<file path="config.mk">
export PLATFORM = sky130hd
export DESIGN_NAME = regfile_arbiter_flat
export DESIGN_NICKNAME = d
export VERILOG_FILES = /design/src/rtl/regfile_arbiter_pkg.sv /design/src/rtl/regfile_arbiter_if.sv /design/src/rtl/regfile_arbiter_starve_counter.sv /design/src/rtl/regfile_arbiter.sv /design/src/flat_wrapper.sv
export SDC_FILE = /design/constraint.sdc
export NUM_CORES = 1
export LEC_CHECK = 0
export CORE_UTILIZATION = 38
export DETAILED_ROUTE_END_ITERATION = 10
export PLACE_DENSITY = 0.9
export SLEW_MARGIN = 20
export SYNTH_ARGS = -nofsm -noshare
export SYNTH_HDL_FRONTEND = slang
export SYNTH_SLANG_ARGS = --single-unit
</file>
<file path="constraint.sdc">
create_clock -name clk_i -period 3.3 [get_ports clk_i]
set_input_delay 0.66 -clock clk_i [delete_from_list [all_inputs] [get_ports clk_i]]
set_output_delay 0.66 -clock clk_i [all_outputs]
set_load 0.01 [all_outputs]
</file>
<file path="src/rtl/regfile_arbiter_pkg.sv">
// Shared widths, types and FSM encoding for the register-file write-port arbiter.
package regfile_arb_pkg;

    localparam int REG_ADDR_W = 5;
    localparam int DATA_W     = 32;
    localparam int NUM_REGS   = 32;

    typedef logic [REG_ADDR_W-1:0] reg_addr_t;
    typedef logic [DATA_W-1:0]     data_t;

    typedef enum logic [1:0] {
        IDLE,
        DBG_RESP,
        CLEAR
    } state_e;

endpackage

</file>
<file path="src/rtl/regfile_arbiter_if.sv">
// CPU writeback, debug port, clear control and register-file port bundle.
interface regfile_arbiter_if
    import regfile_arb_pkg::*;
();

    logic      cpu_we;
    reg_addr_t cpu_waddr;
    data_t     cpu_wdata;
    logic      cpu_stall;

    logic      dbg_valid;
    logic      dbg_ready;
    logic      dbg_write;
    reg_addr_t dbg_addr;
    data_t     dbg_wdata;
    logic      dbg_rvalid;
    data_t     dbg_rdata;

    logic      clear_req;
    logic      clear_busy;

    logic      rf_we;
    reg_addr_t rf_waddr;
    data_t     rf_wdata;
    reg_addr_t rf_raddr;
    data_t     rf_rdata;

    modport master (
        output cpu_we, cpu_waddr, cpu_wdata,
        output dbg_valid, dbg_write, dbg_addr, dbg_wdata,
        output clear_req, rf_rdata,
        input  cpu_stall, dbg_ready, dbg_rvalid, dbg_rdata,
        input  clear_busy, rf_we, rf_waddr, rf_wdata, rf_raddr
    );

    modport slave (
        input  cpu_we, cpu_waddr, cpu_wdata,
        input  dbg_valid, dbg_write, dbg_addr, dbg_wdata,
        input  clear_req, rf_rdata,
        output cpu_stall, dbg_ready, dbg_rvalid, dbg_rdata,
        output clear_busy, rf_we, rf_waddr, rf_wdata, rf_raddr
    );

endinterface

</file>
<file path="src/rtl/regfile_arbiter_starve_counter.sv">
// Counts consecutive refused debug-write cycles; flags a forced grant at the limit.
module starve_counter #(
    parameter int STARVE_LIMIT = 8
) (
    input  logic clk_i,
    input  logic rst_ni,
    input  logic inc_i,
    input  logic clr_i,
    output logic force_o
);

    localparam int CNT_W = $clog2(STARVE_LIMIT + 1);

    logic [CNT_W-1:0] cnt_q, cnt_d;

    always_comb begin
        cnt_d = cnt_q;
        if (clr_i) begin
            cnt_d = '0;
        end else if (inc_i && (cnt_q != CNT_W'(STARVE_LIMIT))) begin
            cnt_d = cnt_q + CNT_W'(1);
        end
    end

    // NOTE: state registers use non-blocking assignments so every flop samples pre-edge values.
    always_ff @(posedge clk_i or negedge rst_ni) begin
        if (!rst_ni) begin
            cnt_q <= '0;
        end else begin
            cnt_q <= cnt_d;
        end
    end

    assign force_o = (cnt_q == CNT_W'(STARVE_LIMIT));

endmodule

</file>
<file path="src/rtl/regfile_arbiter.sv">
// Arbitrates the register-file write port between CPU writeback, a debug port
// and a 32-cycle clear sequence, with starvation protection for debug writes.
module regfile_arbiter
    import regfile_arb_pkg::*;
#(
    parameter int STARVE_LIMIT = 8
) (
    input  logic               clk_i,
    input  logic               rst_ni,
    regfile_arbiter_if.slave   bus
);

    state_e    state_q, state_d;
    reg_addr_t clr_cnt_q, clr_cnt_d;
    logic      rvalid_q, rvalid_d;
    data_t     rdata_q, rdata_d;

    logic in_idle, dbg_wr_pend, dbg_rd_pend;
    logic starve_force, forced, wr_accept, rd_accept;

    assign in_idle     = (state_q == IDLE);
    assign dbg_wr_pend = bus.dbg_valid &  bus.dbg_write;
    assign dbg_rd_pend = bus.dbg_valid & ~bus.dbg_write;
    assign forced      = starve_force & dbg_wr_pend & in_idle;
    assign wr_accept   = in_idle & dbg_wr_pend & (~bus.cpu_we | forced);
    assign rd_accept   = in_idle & dbg_rd_pend;

    starve_counter #(.STARVE_LIMIT(STARVE_LIMIT)) u_starve (
        .clk_i   (clk_i),
        .rst_ni  (rst_ni),
        .inc_i   (in_idle & dbg_wr_pend & ~wr_accept),
        .clr_i   (~dbg_wr_pend | wr_accept),
        .force_o (starve_force)
    );

    assign bus.rf_raddr   = bus.dbg_addr;
    assign bus.dbg_rvalid = rvalid_q;
    assign bus.dbg_rdata  = rdata_q;

    always_comb begin
        // NOTE: every output and next-state gets a default first so no path infers a latch.
        state_d        = state_q;
        clr_cnt_d      = '0;
        rvalid_d       = rd_accept;
        rdata_d        = rd_accept ? bus.rf_rdata : rdata_q;
        bus.rf_we      = 1'b0;
        bus.rf_waddr   = bus.cpu_waddr;
        bus.rf_wdata   = bus.cpu_wdata;
        bus.cpu_stall  = 1'b0;
        bus.dbg_ready  = 1'b0;
        bus.clear_busy = 1'b0;

        unique case (state_q)
            IDLE: begin
                if (wr_accept) begin
                    bus.rf_we     = 1'b1;
                    bus.rf_waddr  = bus.dbg_addr;
                    bus.rf_wdata  = bus.dbg_wdata;
                    bus.dbg_ready = 1'b1;
                    bus.cpu_stall = forced;
                end else begin
                    bus.rf_we     = bus.cpu_we;
                    bus.dbg_ready = rd_accept;
                end
                if (bus.clear_req) begin
                    state_d = CLEAR;
                end else if (rd_accept) begin
                    state_d = DBG_RESP;
                end
            end
            DBG_RESP: begin
                bus.rf_we = bus.cpu_we;
                state_d   = bus.clear_req ? CLEAR : IDLE;
            end
            CLEAR: begin
                bus.rf_we      = 1'b1;
                bus.rf_waddr   = clr_cnt_q;
                bus.rf_wdata   = '0;
                bus.cpu_stall  = 1'b1;
                bus.clear_busy = 1'b1;
                clr_cnt_d      = clr_cnt_q + reg_addr_t'(1);
                if (clr_cnt_q == reg_addr_t'(NUM_REGS - 1)) begin
                    state_d = IDLE;
                end
            end
            default: state_d = IDLE;
        endcase

        // NOTE: combinational outputs are gated by reset so nothing is written while rst_ni is low.
        if (!rst_ni) begin
            bus.rf_we      = 1'b0;
            bus.cpu_stall  = 1'b0;
            bus.dbg_ready  = 1'b0;
            bus.clear_busy = 1'b0;
        end
    end

    always_ff @(posedge clk_i or negedge rst_ni) begin
        if (!rst_ni) begin
            state_q   <= IDLE;
            clr_cnt_q <= '0;
            rvalid_q  <= 1'b0;
            rdata_q   <= '0;
        end else begin
            state_q   <= state_d;
            clr_cnt_q <= clr_cnt_d;
            rvalid_q  <= rvalid_d;
            rdata_q   <= rdata_d;
        end
    end

endmodule

</file>
<file path="src/flat_wrapper.sv">
// flat-port wrapper written by rule: the top's interface ports become plain ports
module regfile_arbiter_flat import regfile_arb_pkg::*;
#(
    parameter int STARVE_LIMIT = 8
)
  (clk_i, rst_ni, bus_cpu_we, bus_cpu_waddr, bus_cpu_wdata, bus_dbg_valid, bus_dbg_write, bus_dbg_addr, bus_dbg_wdata, bus_clear_req, bus_rf_rdata, bus_cpu_stall, bus_dbg_ready, bus_dbg_rvalid, bus_dbg_rdata, bus_clear_busy, bus_rf_we, bus_rf_waddr, bus_rf_wdata, bus_rf_raddr);
  regfile_arbiter_if bus_i ();
  input  logic clk_i;
  input  logic rst_ni;
  input wire logic [$bits(bus_i.cpu_we)-1:0] bus_cpu_we;
  input wire logic [$bits(bus_i.cpu_waddr)-1:0] bus_cpu_waddr;
  input wire logic [$bits(bus_i.cpu_wdata)-1:0] bus_cpu_wdata;
  input wire logic [$bits(bus_i.dbg_valid)-1:0] bus_dbg_valid;
  input wire logic [$bits(bus_i.dbg_write)-1:0] bus_dbg_write;
  input wire logic [$bits(bus_i.dbg_addr)-1:0] bus_dbg_addr;
  input wire logic [$bits(bus_i.dbg_wdata)-1:0] bus_dbg_wdata;
  input wire logic [$bits(bus_i.clear_req)-1:0] bus_clear_req;
  input wire logic [$bits(bus_i.rf_rdata)-1:0] bus_rf_rdata;
  output wire logic [$bits(bus_i.cpu_stall)-1:0] bus_cpu_stall;
  output wire logic [$bits(bus_i.dbg_ready)-1:0] bus_dbg_ready;
  output wire logic [$bits(bus_i.dbg_rvalid)-1:0] bus_dbg_rvalid;
  output wire logic [$bits(bus_i.dbg_rdata)-1:0] bus_dbg_rdata;
  output wire logic [$bits(bus_i.clear_busy)-1:0] bus_clear_busy;
  output wire logic [$bits(bus_i.rf_we)-1:0] bus_rf_we;
  output wire logic [$bits(bus_i.rf_waddr)-1:0] bus_rf_waddr;
  output wire logic [$bits(bus_i.rf_wdata)-1:0] bus_rf_wdata;
  output wire logic [$bits(bus_i.rf_raddr)-1:0] bus_rf_raddr;
  assign bus_i.cpu_we = bus_cpu_we;
  assign bus_i.cpu_waddr = bus_cpu_waddr;
  assign bus_i.cpu_wdata = bus_cpu_wdata;
  assign bus_i.dbg_valid = bus_dbg_valid;
  assign bus_i.dbg_write = bus_dbg_write;
  assign bus_i.dbg_addr = bus_dbg_addr;
  assign bus_i.dbg_wdata = bus_dbg_wdata;
  assign bus_i.clear_req = bus_clear_req;
  assign bus_i.rf_rdata = bus_rf_rdata;
  assign bus_cpu_stall = bus_i.cpu_stall;
  assign bus_dbg_ready = bus_i.dbg_ready;
  assign bus_dbg_rvalid = bus_i.dbg_rvalid;
  assign bus_dbg_rdata = bus_i.dbg_rdata;
  assign bus_clear_busy = bus_i.clear_busy;
  assign bus_rf_we = bus_i.rf_we;
  assign bus_rf_waddr = bus_i.rf_waddr;
  assign bus_rf_wdata = bus_i.rf_wdata;
  assign bus_rf_raddr = bus_i.rf_raddr;
  regfile_arbiter #(.STARVE_LIMIT(STARVE_LIMIT)) u_core (.clk_i(clk_i), .rst_ni(rst_ni), .bus(bus_i));
endmodule
</file>
**Word level (Yosys, flattened, before mapping)**

Cells that the tools add are included.

- Muxes and demuxes: 23
- Add/sub/neg operators: 2
- Reductions and logical operators: 4
- Eq/ne operators: 7
- Bitwise logic cells: 14

Operators with widths:

| operator | number |
|---|---|
| 32-bit case mux with 2 select lines | 1 |
| 32-bit two-way mux | 1 |
| 5-bit two-way mux | 2 |
| 5-bit case mux with 2 select lines | 1 |
| 1-bit two-way mux | 9 |
| 1-bit bitwise AND | 8 |
| 2-bit two-way mux | 4 |
| 4-bit two-way mux | 2 |
| 2-bit case mux with 3 select lines | 1 |
| 5-bit by 1-bit adder with 5-bit output (second input constant) | 1 |
| 5-bit equality test (second input constant) | 1 |
| 4-bit by 1-bit adder with 4-bit output (second input constant) | 1 |
| 4-bit equality test (second input constant) | 1 |
| 4-bit inequality test (second input constant) | 1 |
| 1-bit inverter | 4 |
| 3-bit inequality test (second input constant) | 1 |
| 1-bit case mux with 3 select lines | 1 |
| 2-bit by 1-bit equality test with 1-bit output (second input constant) | 1 |
| 2-bit equality test (second input constant) | 1 |
| 2-bit logical NOT | 1 |
| 2-bit by 1-bit inequality test with 1-bit output (second input constant) | 1 |
| 1-bit bitwise OR | 2 |
| 1-bit case mux with 2 select lines | 1 |
| 2-bit AND reduction | 1 |
| 2 further kinds | 2 |

- Input port bits: 112
- Logic and storage cells: 55
- Register bits: 44
- Output and inout bits: 79

**Logic depth before layout (Yosys ltp)**

- Depth after elaboration: 10
- Depth in mapped cells: 7
- Mapped depth without buffers: 6

**By module**

Synthesis repeated with hierarchy kept, for this count alone.

- Cells, all modules: 314
- Area total of the unflattened synthesis: 2839.0 µm²

By module, submodules not included:

| module | instances | area each (µm²) | seq. area each (µm²) | cells each |
|---|---|---|---|---|
| regfile_arbiter | 1 | 2606.2 | 1001.0 | 290 |
| starve_counter | 1 | 232.7 | 100.1 | 24 |

**Worst setup path after synthesis**

Ideal clock, no wire load.

- Path type: input -> output
- Start point: input bus_dbg_valid
- End point: output bus_rf_wdata[14]
- Arrival: 1.796 ns
- Path slack: 0.844 ns
- Required time: 2.640 ns
- Path buffers: 1
- Stages on the path: 5
- Path through: nand2_1 a21oi_2 nand2_1 clkbuf_1 o311ai_0

- Longest elaborated chain between the ends: 7
- Elaborated cells on any way between the ends: 8
- Those cells by class: mux: 2; bitwise: 6

RTL lines:

| what | line | RTL |
|---|---|---|
| start: declaration | flat_wrapper.sv:13 | `input wire logic [$bits(bus_i.dbg_valid)-1:0] bus_dbg_valid;` |
| 1-bit bitwise AND * | regfile_arbiter.sv:22 | `assign dbg_wr_pend = bus.dbg_valid & bus.dbg_write;` |
| 1-bit bitwise AND (2 in series) | regfile_arbiter.sv:24 | `assign forced = starve_force & dbg_wr_pend & in_idle;` |
| 1-bit bitwise OR | regfile_arbiter.sv:25 | `assign wr_accept = in_idle & dbg_wr_pend & (~bus.cpu_we \| forced);` |
| 1-bit bitwise AND * | regfile_arbiter.sv:25 |  |
| 32-bit two-way mux * | regfile_arbiter.sv:55 | `if (wr_accept) begin` |
| 32-bit case mux with 2 select lines * | regfile_arbiter.sv:53 | `unique case (state_q)` |
| end: declaration | flat_wrapper.sv:26 | `output wire logic [$bits(bus_i.rf_wdata)-1:0] bus_rf_wdata;` |

Every way passes the cells marked *; elsewhere a longest branch is shown, timed or not.

**Worst setup path after layout**

- Start point: input bus_dbg_valid
- End point: output bus_rf_wdata[9]

Same word-level chain as after synthesis.

==> results.py <==
metrics = {
    "timing": {
        "relSlewSlack": 0.702,
        "hold_viol": 0,
        "rsz0062_at_grt": "false",
        "fmax_ghz": 0.311,
        "finalCritPeriodShare": 0.975,
        "min_period_ns": 3.22,
        "clock_skew_ns": 0.0101,
        "setup_viol": 0,
        "worst_pin_slew_ns": 0.447,
        "whs_ns": 0.233,
        "slew_violations": 0,
    },
    "critical_path": {
        "crit_type": "in -> out",
        "startpoint_type": "input pin",
        "worst-path-max-fanout": 13,
        "cp.required_ns": 2.64,
        "crit_arrival_ns": 2.56,
        "endpoint_kind": "output port",
    },
    "grt": {
        "grt_overflow": 0,
        "grt_max_degree": 35,
        "grtUsageTotal": 0.232,
        "grt_pass1_vias": 2783,
        "antenna_found_initial": 0,
        "grt_pass1_wl_mm": 13.4,
    },
    "final_layout": {
        "final_util": 0.699,
        "diodes": 0,
        "nNetsFinal": 570,
        "fillers": 506,
        "design_area_sq_um": 4720,
        "syn2layout_area_growth_pct": 78.4,
        "drive_gt1_frac": 0.167,
    },
    "cts": {
        "postCtsHoldBufs": 0,
        "cts_root_buffer": "clkbuf_8",
        "clk_latency_ns": 0.29,
        "cts.htree.levels": 2,
        "cts_setup_buffers": 0,
        "cts_sinks": 44,
        "clk_pin_slew_worst_paths_ns": 0.08,
        "cts_tree": "done",
        "cts.path.max_buffers": 2,
        "cts_buffers": 5,
    },
    "placement": {
        "placed_cell_area_sq_um": 4610,
        "dpl.hpwl_mm": 6.90,
        "port_buffers": 190,
        "gp_congestion": 0.894,
    },
    "detailed_routing": {
        "drtIter0Drc": 71,
        "via_per_inst": 5.20,
        "met1_length_mm": 3.21,
        "wl_met3_microns": 665,
        "ant_nets": 0,
        "wl_mm": 8.64,
        "vias": 2778,
        "routedWlPerCell_microns": 16.2,
        "first_pass_iters": 4,
        "top_layer": "met4",
        "wl_met2_mm": 4.57,
        "drc": 0,
    },
    "synthesis": {
        "synth_seq_area_share": 0.416,
        "synth_area_sq_um": 2650,
        "avgSynthCellArea_sq_um": 9.99,
        "syn_nets": 381,
        "netlist_instances": 265,
        "ys_warn_count": 0,
        "ys_types": 35,
        "synth_seq_cells": 44,
    },
    "floorplan": {
        "die_w_microns": 85.5,
        "dieArea_sq_um": 7310,
        "fp-row-count": 30,
        "initial_core_util": 0.392,
        "core_area_sq_um": 6760,
        "die_y_microns": 85.5,
        "ios": 191,
    },
    "run_status": {
        "status": "complete, no violations",
    },
    "power": {
        "static-leakage-power_nw": 2.17,
        "peakVddDrop_uv": 488,
        "cellPowerDensity_nw_per_um2": 581,
        "total_power_w": 0.00274,
    },
    "run": {
        "drv_cap": 0,
    },
    "hold_path": {
        "hp-class": "in -> async",
    },
}
Yosys cell counts (all sizes together):
library cell | n | share of area
clkbuf | 12 | 0.017
nand3b | 1 | 0.0028
inv | 30 | 0.043
a221oi | 4 | 0.013
ha | 4 | 0.019
xor2 | 1 | 0.0033
o22ai | 2 | 0.0047
o21ai | 2 | 0.0038
o311ai | 20 | 0.066
xnor2 | 1 | 0.0033
nor2 | 13 | 0.018
nand3 | 5 | 0.0095
nand4b | 1 | 0.0033
a21oi | 8 | 0.017
o211a | 1 | 0.0038
buf | 11 | 0.037
dfrtp | 44 | 0.42
mux2 | 32 | 0.14
a22o | 13 | 0.043
nor4 | 1 | 0.0024
o21a | 1 | 0.0028
nor2b | 1 | 0.0024
nand2 | 26 | 0.037
nor3 | 2 | 0.0038
and3 | 1 | 0.0024
or3b | 20 | 0.066
nor3b | 1 | 0.0071
and2 | 6 | 0.014
or2 | 1 | 0.0024
final cells by class:
class,instances,area (sq um),share of cell area
Timing Repair Buffer,205,2030,0.429
Clock buffer,5,68.8,0.0146
Clock inverter,2,12.5,0.00265
Multi-Input combinational cell,168,1300,0.275
Inverter,30,113,0.0238
Tap cell,80,100,0.0212
Sequential cell,44,1100,0.233
per-stage QoR:
stage          worst slack [ns]  setup TNS (ns)  std cells
3_3_place_gp             0.0170               0        527
4_1_cts                  0.0137               0        534
2_1_floorplan             0.844               0        265
5_1_grt                 0.00440               0        534
3_5_place_dp            -0.0951          -0.290        527
6_report                 0.0840               0        534
worst paths after layout:
check | from | end | slack (ns) | depth (start not counted)
setup reg to reg | u_core.state_q[1] | u_core.bus.dbg_rdata[11] | 1.27 | 4
min in group clk_i | u_core.clr_cnt_q[0] | u_core.clr_cnt_q[0] | 0.48 | 1
hold reg to reg | u_core.clr_cnt_q[0] | u_core.clr_cnt_q[0] | 0.48 | 1
max in group asynchronous | rst_ni | u_core.bus.dbg_rdata[21] | 2.50 | 2
hold / removal | rst_ni | u_core.u_starve.cnt_q[3] | 0.23 | 1
setup / recovery | bus_dbg_valid | bus_rf_wdata[9] | 0.08 | 7
critical path, stage by stage:
cell and delay [ns]:
clkdlybuf4s50_1 0.49, nand2_1 0.12, buf_4 0.18, nor3_1 0.18
buf_4 0.22, a22o_1 0.16, clkdlybuf4s50_1 0.56
cells by family (layout without fill, tap and decap cells):
family | count (synthesis) | after routing | share of synthesized area
and+or+nand+nor | 79 | 79 | 0.172
DFF | 44 | 44 | 0.416
muxes | 32 | 32 | 0.136
xor gates and xnor gates | 2 | 2 | 0.00662
adders and majority gates | 4 | 4 | 0.0189
AOI/OAI and AO/OA | 51 | 51 | 0.154
buffers and inverters | 53 | 242 | 0.0969
layout by cell type, fill, tap and decap left out, types with 2 or more instances in the layout:
master / synthesis / final
a21oi_1: 7 / 7
a221oi_1: 4 / 4
a22o_1: 13 / 13
and2_1: 6 / 6
buf_4: 5 / 15
clkbuf_8: 0 / 5
clkdlybuf4s50_1: 0 / 168
dfrtp_1: 44 / 44
dlygate4sd2_1: 0 / 9
dlymetal6s2s_1: 0 / 12
ha_1: 4 / 4
inv_1: 30 / 30
mux2_1: 2 / 2
mux2_2: 30 / 30
nand2_1: 26 / 26
nand3_1: 5 / 5
nor2_1: 13 / 13
nor3_1: 2 / 2
o22ai_1: 2 / 2
o311ai_0: 17 / 16
o311ai_1: 3 / 4
or3b_2: 20 / 20
report_power, final:
part           switching, W  internal, W
Sequential         0.000130     0.000766
Clock              0.000173     0.000143
Combinational      0.000603     0.000928
layer usage:
| metal | GRT usage | vias to the layer above |
|---|---|---|
| li1 | - | 1321 |
| met1 | 0.247 | 1317 |
| met2 | 0.441 | 118 |
| met3 | 0.0661 | 22 |
| met4 | 0.0667 | 0 |
| met5 | 0 | - |
sequential cells by signal (all words and copies together), names as in the netlist:
name / count
u_core.u_starve.cnt_q: 4
u_core.state_q: 2
u_core.bus.dbg_rdata: 32
u_core.clr_cnt_q: 5
u_core.bus.dbg_rvalid: 1
repair_timing:
item                       in CTS  in global routing
cloned                          0                  0
setup endpoints to repair      15                 12
gates resized for setup        11                 13
pin swaps                       0                  0
Note: power is estimated with default switching activity, not from simulation.
